### src/rtl/thunderbird_seq_pkg.sv
// Shared types and helpers for the thunderbird_seq tail-light sequencer.
// The lamp count is a module parameter, so thermo() returns a wide code that callers truncate.
package thunderbird_pkg;

  typedef enum logic [1:0] {IDLE, LEFT, RIGHT, HAZ_ON} tb_state_t;

  localparam int unsigned MAX_LAMPS = 32;

  // Thermometer code with the k least significant bits set.
  function automatic logic [MAX_LAMPS-1:0] thermo(input int unsigned k);
    logic [MAX_LAMPS-1:0] t;
    t = '0;
    for (int unsigned i = 0; i < MAX_LAMPS; i++) begin
      if (i < k) begin
        t[i] = 1'b1;
      end else begin
        t[i] = 1'b0;
      end
    end
    return t;
  endfunction

endpackage

### src/rtl/thunderbird_seq_tick_gen.sv
// Free-running prescaler for thunderbird_seq.
// tick marks the last cycle of every PRESCALE-cycle step.
module tick_gen #(
  parameter int PRESCALE = 1
) (
  input  logic clk,
  input  logic reset,
  output logic tick
);

  localparam int CW = (PRESCALE > 1) ? $clog2(PRESCALE) : 1;
  localparam logic [CW-1:0] CNT_LAST = CW'(PRESCALE - 1);

  logic [CW-1:0] count_q;
  logic [CW-1:0] count_d;

  // Next count: wrap to zero on the last cycle of the step.
  always_comb begin
    count_d = count_q;
    tick = (count_q == CNT_LAST);
    if (tick) begin
      count_d = '0;
    end else begin
      count_d = count_q + CW'(1);
    end
  end

  // Count register.
  always_ff @(posedge clk) begin
    if (reset) begin
      count_q <= '0;
    end else begin
      count_q <= count_d;
    end
  end

endmodule

### src/rtl/thunderbird_seq.sv
// Thunderbird tail-light sequencer: LAMPS lamps per side, one step per PRESCALE clocks,
// with a hazard mode that overrides and aborts a turn sequence.
module thunderbird_seq
  import thunderbird_pkg::*;
#(
  parameter int LAMPS    = 3,
  parameter int PRESCALE = 1
) (
  input  logic             clk,
  input  logic             reset,
  input  logic             left,
  input  logic             right,
  input  logic             hazard,
  output logic [LAMPS-1:0] l_lamps,
  output logic [LAMPS-1:0] r_lamps,
  output logic             busy
);

  localparam int SW = $clog2(LAMPS + 1);
  localparam logic [SW-1:0] STEP_ONE  = SW'(1);
  localparam logic [SW-1:0] STEP_LAST = SW'(LAMPS);

  logic tick;

  tb_state_t        state_q, state_d;
  logic [SW-1:0]    step_q, step_d;
  logic [LAMPS-1:0] l_lamps_q, l_lamps_d;
  logic [LAMPS-1:0] r_lamps_q, r_lamps_d;
  logic             busy_q, busy_d;
  logic [LAMPS-1:0] therm_s;

  tick_gen #(.PRESCALE(PRESCALE)) u_tick_gen (
    .clk   (clk),
    .reset (reset),
    .tick  (tick)
  );

  // Next-state logic; state and step only advance on tick.
  always_comb begin
    state_d = state_q;
    step_d  = step_q;
    if (tick) begin
      case (state_q)
        IDLE: begin
          if (hazard || (left && right)) begin
            state_d = HAZ_ON;
            step_d  = '0;
          end else if (left) begin
            state_d = LEFT;
            step_d  = STEP_ONE;
          end else if (right) begin
            state_d = RIGHT;
            step_d  = STEP_ONE;
          end else begin
            state_d = IDLE;
            step_d  = '0;
          end
        end
        LEFT, RIGHT: begin
          if (hazard) begin
            state_d = HAZ_ON;
            step_d  = '0;
          end else if (step_q < STEP_LAST) begin
            step_d = step_q + STEP_ONE;
          end else begin
            state_d = IDLE;
            step_d  = '0;
          end
        end
        HAZ_ON: begin
          state_d = IDLE;
          step_d  = '0;
        end
        default: begin
          state_d = IDLE;
          step_d  = '0;
        end
      endcase
    end else begin
      state_d = state_q;
      step_d  = step_q;
    end
  end

  // Lamp decode from the next state so the outputs can be registered without extra latency.
  always_comb begin
    l_lamps_d = '0;
    r_lamps_d = '0;
    therm_s   = LAMPS'(thermo(32'(step_d)));
    busy_d    = (state_d != IDLE);
    case (state_d)
      LEFT:    l_lamps_d = therm_s;
      RIGHT:   r_lamps_d = therm_s;
      HAZ_ON: begin
        l_lamps_d = '1;
        r_lamps_d = '1;
      end
      default: begin
        l_lamps_d = '0;
        r_lamps_d = '0;
      end
    endcase
  end

  // State, step and output registers.
  always_ff @(posedge clk) begin
    if (reset) begin
      state_q   <= IDLE;
      step_q    <= '0;
      l_lamps_q <= '0;
      r_lamps_q <= '0;
      busy_q    <= 1'b0;
    end else begin
      state_q   <= state_d;
      step_q    <= step_d;
      l_lamps_q <= l_lamps_d;
      r_lamps_q <= r_lamps_d;
      busy_q    <= busy_d;
    end
  end

  assign l_lamps = l_lamps_q;
  assign r_lamps = r_lamps_q;
  assign busy    = busy_q;

endmodule
### config.mk
export PLATFORM = sky130hd
export DESIGN_NAME = thunderbird_seq
export DESIGN_NICKNAME = d
export VERILOG_FILES = /design/src/rtl/thunderbird_seq_pkg.sv /design/src/rtl/thunderbird_seq_tick_gen.sv /design/src/rtl/thunderbird_seq.sv
export SDC_FILE = /design/constraint.sdc
export NUM_CORES = 1
export LEC_CHECK = 0
export CAP_MARGIN = 20
export CORE_AREA = 2 2 39 41
export DETAILED_ROUTE_END_ITERATION = 8
export DIE_AREA = 0 0 41 43
export SETUP_SLACK_MARGIN = 0.05
export SYNTH_ARGS = -nofsm -noshare
export SYNTH_HDL_FRONTEND = slang
export SYNTH_HIERARCHICAL = 1
export SYNTH_SLANG_ARGS = --single-unit
### constraint.sdc
create_clock -name clk -period 2 [get_ports clk]
set_input_delay 0.4 -clock clk [delete_from_list [all_inputs] [get_ports clk]]
set_output_delay 0.4 -clock clk [all_outputs]
set_load 0.1 [all_outputs]
# After elaboration in Yosys (flattened, before gate mapping)
# Cells that the tools add are included.
# Widths: inputs -> output; s select.
[word_totals]
wordCells = 44
reg_bits = 12
in_bits = 5
output_inout_bits = 7
[classes]
n_lt_le_gt_ge = 4
reduce_logical = 6
eq_ne = 6
bitwise_logic = 1
muxes = 19
n_addsub = 2
[ops]
columns = ["op", "count"]
rows = [
  ["$mux 2", 9],
  ["$pmux 2 s3", 2],
  ["$pmux 3 s2", 2],
  ["$eq 2x2->1 const B", 4],
  ["$mux 1", 6],
  ["$eq 2x1->1 const B", 2],
  ["$lt 1x2->1 const A", 2],
  ["$reduce_or 2->1", 2],
  ["$add 2x1->2 const B", 1],
  ["$logic_not 2->1", 1],
  ["$lt 2x2->1 const A", 1],
  ["$lt 2x2->1 const B", 1],
  ["$reduce_bool 2->1", 1],
  ["$add 1x1->1 const B", 1],
  ["$logic_and 1x1->1", 1],
  ["$logic_or 1x1->1", 1],
  ["$not 1->1", 1],
]

# Longest topological paths before layout
# Gate-level depths: netlist of run 1.
[depth]
word_depth = 8
ltp_mapped = 6
mapped_depth_nobuf = 6

# Cells and area by module
# The synthesis of run 1 kept the hierarchy.
[by_module_without_submodules]
columns = ["module", "area_per_inst_um2", "cells_per_inst", "instances", "seq_area_each_um2"]
rows = [
  ["thunderbird_seq", 484.2, 48, 1, 220.2],
  ["tick_gen", 27.5, 3, 1, 20.0],
]

# Least setup slack after synthesis of run 1
# OpenSTA, ideal clock, no wires.
[synth_timing]
kind = "reg-to-reg"
from = "register state_q[0]"
to = "register l_lamps_q[2] (netlist: l_lamps[2])"
setup_slack_ns = 0.386
required_time_ns = 1.914
t_arrival_ns = 1.528
synth_period_minus_slack_ns = 1.614
stages_incl_launch_ff = 7
setup_time_ns = 0.086
path_buffers = 0
path_cell_list = "dfxtp_1 inv_1 ha_1 or4b_4 o211ai_2 nand3b_1 a211oi_1"
[synth_via]
elab_chain_len = 7
word_cells_on_any_way = 16
cone_classes = "1 x order compare; 5 x eq/ne; 8 x mux; 2 x reduce/logical"
[synth_rtl]
columns = ["element", "line_no", "rtl"]
rows = [
  ["from (decl)", "thunderbird_seq.sv:25", "tb_state_t state_q, state_d;"],
  ["from (signal assigned)", "thunderbird_seq.sv:114", "state_q <= state_d;"],
  ["$eq 2x1->1 or $eq 2x2->1 (tied branches)", "thunderbird_seq.sv:43", "case (state_q)"],
  ["$reduce_or 2->1", "thunderbird_seq.sv:43", ""],
  ["$pmux 2 s3", "thunderbird_seq.sv:43", ""],
  ["$mux 2", "thunderbird_seq.sv:42", "if (tick) begin"],
  ["$lt 2x2->1", "thunderbird_seq_pkg.sv:14", "if (i < k) begin"],
  ["$mux 1", "thunderbird_seq_pkg.sv:14", ""],
  ["$pmux 3 s2 *", "thunderbird_seq.sv:91", "case (state_d)"],
  ["to (signal assigned)", "thunderbird_seq.sv:116", "l_lamps_q <= l_lamps_d;"],
  ["to (decl)", "thunderbird_seq.sv:27", "logic [LAMPS-1:0] l_lamps_q, l_lamps_d;"],
]
# Every way passes the cells marked *; elsewhere a longest branch is shown, timed or not.
# A chain may end at the register's enable or synchronous reset.

# Worst setup path after layout of run 1
[layout_timing]
from = "register state_q[0]"
to = "register l_lamps_q[0] (netlist: l_lamps[0])"
[layout_via]
elab_chain_len = 7
word_cells_on_any_way = 16
cone_classes = "1 x order compare; 5 x eq/ne; 8 x mux; 2 x reduce/logical"
[layout_rtl]
columns = ["element", "line_no"]
rows = [
  ["$eq 2x1->1 or $eq 2x2->1 (tied branches)", "thunderbird_seq.sv:43"],
  ["$reduce_or 2->1", "thunderbird_seq.sv:43"],
  ["$pmux 2 s3", "thunderbird_seq.sv:43"],
  ["$mux 2", "thunderbird_seq.sv:42"],
  ["$lt 1x2->1", "thunderbird_seq_pkg.sv:14"],
  ["$mux 1", "thunderbird_seq_pkg.sv:14"],
  ["$pmux 3 s2 *", "thunderbird_seq.sv:91"],
]
# Marks and branches as above.

==> flow_summary.json, run 1 <==
{
  "wirelength_um": 896,
  "first_pass_iters": 2,
  "cellLeakagePower_nw": 0.277,
  "drive_above_1_share_pct": 26.2,
  "dp.cells": 77,
  "routed.top_layer": "met4",
  "ant_nets": 0,
  "cts_buffer_depth": 2,
  "cts_buffers": 3,
  "first_global_vias": 393,
  "hold_class": "flip-flop to flip-flop",
  "status": "complete, no violations",
  "hold_viol_final": 0,
  "wl_met3_um": 36,
  "n_fill_cell": 143,
  "maxCapViolCount": 0,
  "antenna_found_initial": 0,
  "rows": 14,
  "syn_area_um2": 512,
  "synthCells": 51,
  "ir_drop_mv": 0.492,
  "drt-wirelength-per-cell_um": 11.1,
  "drc": 0,
  "track_usage_pct": 13.2,
  "holdWs_ps": 649,
  "ios": 12,
  "die_w_um": 41,
  "cts_max_level": 1,
  "nNetsFinal": 73,
  "vias_per_cell": 5.11,
  "p_int_w": 0.000427,
  "dpl_cell_area_um2": 623,
  "final_common_cell": "dfxtp_1",
  "seqPwrFrac_pct": 40.4,
  "wl_met1_um": 397,
  "grt_max_degree": 12,
  "synth_seq_area_share_pct": 46.9,
  "final_cell_mix": "dfxtp_1, buf_4, nor2_1",
  "maxSlewViolCount": 0,
  "vias": 414,
  "cts_tree": "built",
  "ctsResizeCount": 0,
  "required_ps": 2180,
  "dr_wl_met2_um": 450,
  "routabilityCongestion": 0.628,
  "rsz0062_at_grt": "no",
  "p_sw_w": 0.000230,
  "period_needed_ps": 1740,
  "fin_tns_setup_ps": 0,
  "multi_input_area_um2": 248,
  "cts_root_buffer": "clkbuf_4",
  "portBuffers": 11,
  "diodes": 0,
  "die_h_um": 43,
  "drt_iter0_markers": 3,
  "start_kind": "flip-flop",
  "grt_pass1_wl_um": 1520,
  "combPwrFrac_pct": 31.5,
  "ys_seq_elements": 12,
  "power_w": 0.000657,
  "p_clk_share_pct": 28.2,
  "fin_area_um2": 659,
  "arrival_ps": 1910,
  "clk_pin_slew_ps": 80,
  "gr-total-overflow": 0,
  "fin_crit_sh_pct": 86.8,
  "synth_cell_type_count": 25,
  "fp.dieArea_um2": 1760,
  "core_um2": 1380,
  "initial_utilization_pct": 37.0,
  "synth_nets": 58,
  "post-cts-setup-buffers": 0,
  "clock_latency_ps": 270,
  "cts_num_sinks": 12,
  "fmax_mhz": 576,
  "cp_max_fo": 4,
  "postSynthAreaPerCell_um2": 10.0,
  "seqCellArea_um2": 240,
  "fin_cells": 81,
  "crit_type": "flip-flop to flip-flop",
  "setup_viol": 0,
  "synth-warning-count": 6,
  "area_growth_pct": 28.9,
  "pwr_density_cell_nw_per_um2": 997,
  "holdBufCountCts": 0,
  "fin_skew_ps": 7.67,
  "end_kind": "flip-flop",
  "swShare_pct": 35.1
}
## critical path: stages (launching register included)
cell	delay [ps]
dfxtp_1	350
inv_1	50
ha_1	320
or4b_4	470
o211ai_2	110
nand2_2	90
a311oi_1	260
## final cells by class
cell class	instances	share of cell area [%]
Inverter	4	2.28
Sequential cell	12	36.4
Tap cell	16	3.04
Multi-Input combinational cell	33	37.6
Clock buffer	4	5.50
Timing Repair Buffer	12	15.2
## sequential cells by signal (all words and copies together) (netlist names)
| signal | count |
|---|---|
| state_q | 2 |
| r_lamps | 3 |
| step_q | 2 |
| l_lamps | 3 |
| u_tick_gen/count_q | 1 |
| busy | 1 |
## cells by family (layout without fill, tap and decap cells)
kind of cell	count (synthesis)	count (layout)	share of synthesized area [%]
mux	1	1	1.96
other cells	1	1	0.733
fa+ha+maj	2	2	4.89
simple gates	13	13	16.4
compound gates	15	15	22.7
xor+xnor	1	1	1.71
flops	12	12	46.9
buf+inv	6	20	4.64
## synthesized netlist by cell type
| library cell | n | area, um^2 |
|---|---|---|
| o21ai_0 | 2 | 10.0 |
| ha_1 | 2 | 25.0 |
| o21bai_1 | 1 | 7.51 |
| a211oi_1 | 4 | 30.0 |
| nor2_1 | 6 | 22.5 |
| a311oi_1 | 2 | 17.5 |
| nor4b_1 | 1 | 8.76 |
| a31oi_2 | 1 | 12.5 |
| mux2i_1 | 1 | 10.0 |
| a211o_1 | 1 | 8.76 |
| conb_1 | 1 | 3.75 |
| buf_2 | 1 | 5.00 |
| inv_1 | 4 | 15.0 |
| dfxtp_1 | 12 | 240 |
| and2b_2 | 1 | 8.76 |
| nor2b_1 | 1 | 6.26 |
| a21oi_1 | 2 | 10.0 |
| xnor2_1 | 1 | 8.76 |
| or4b_4 | 1 | 13.8 |
| nand2_2 | 1 | 6.26 |
| clkbuf_1 | 1 | 3.75 |
| o211ai_2 | 1 | 12.5 |
| nand3b_1 | 1 | 7.51 |
| nor4bb_1 | 1 | 10.0 |
| o211ai_1 | 1 | 7.51 |
## stage by stage
step / setup WS [ps] / utilization (%)
2_1_floorplan: 386 / -
3_3_place_gp: 95.5 / 45.0
3_5_place_dp: 88.0 / 45.0
4_1_cts: 246 / 47.6
5_1_grt: 160 / 47.6
6_report: 265 / 47.6
## power groups by stage
| stage | combinational [W] | sequential (W) | clock, W |
|---|---|---|---|
| finish | 0.000207 | 0.000265 | 0.000185 |
| global route | 0.000220 | 0.000268 | 0.000205 |
| CTS | 0.000209 | 0.000265 | 0.000192 |
| detailed placement | 0.000208 | 0.000271 | 0 |
| global placement | 0.000210 | 0.000271 | 0 |
| floorplan | 0.0000721 | 0.000363 | 0 |
## worst paths after layout
| check | startpoint | endpoint | cells past startpoint | slack (ps) |
|---|---|---|---|---|
| worst max-delay path | state_q[0]$_SDFF_PP0_ | l_lamps[0]$_SDFF_PP0_ | 6 | 260 |
| worst min register to register | step_q[0]$_SDFF_PP0_ | step_q[0]$_SDFF_PP0_ | 4 | 650 |
| worst max register to register | state_q[0]$_SDFF_PP0_ | l_lamps[0]$_SDFF_PP0_ | 6 | 260 |
| worst min-delay path | step_q[0]$_SDFF_PP0_ | step_q[0]$_SDFF_PP0_ | 4 | 650 |
## per-layer routing
| metal | global-route usage, % | up-vias |
|---|---|---|
| met5 | 0 | - |
| met4 | 10.0 | 0 |
| met3 | 4.71 | 2 |
| met2 | 18.8 | 7 |
| met1 | 15.4 | 192 |
| li1 | - | 213 |
(Power assumes the default switching activity.)
==> inputs of run 2 (changes only) <==
Settings changed: CTS_CLUSTER_SIZE set to 20, TNS_END_PERCENT set to 10.
==> results of run 2 <==
No change in the layout: final DEF, timing and power equal those of run 1.
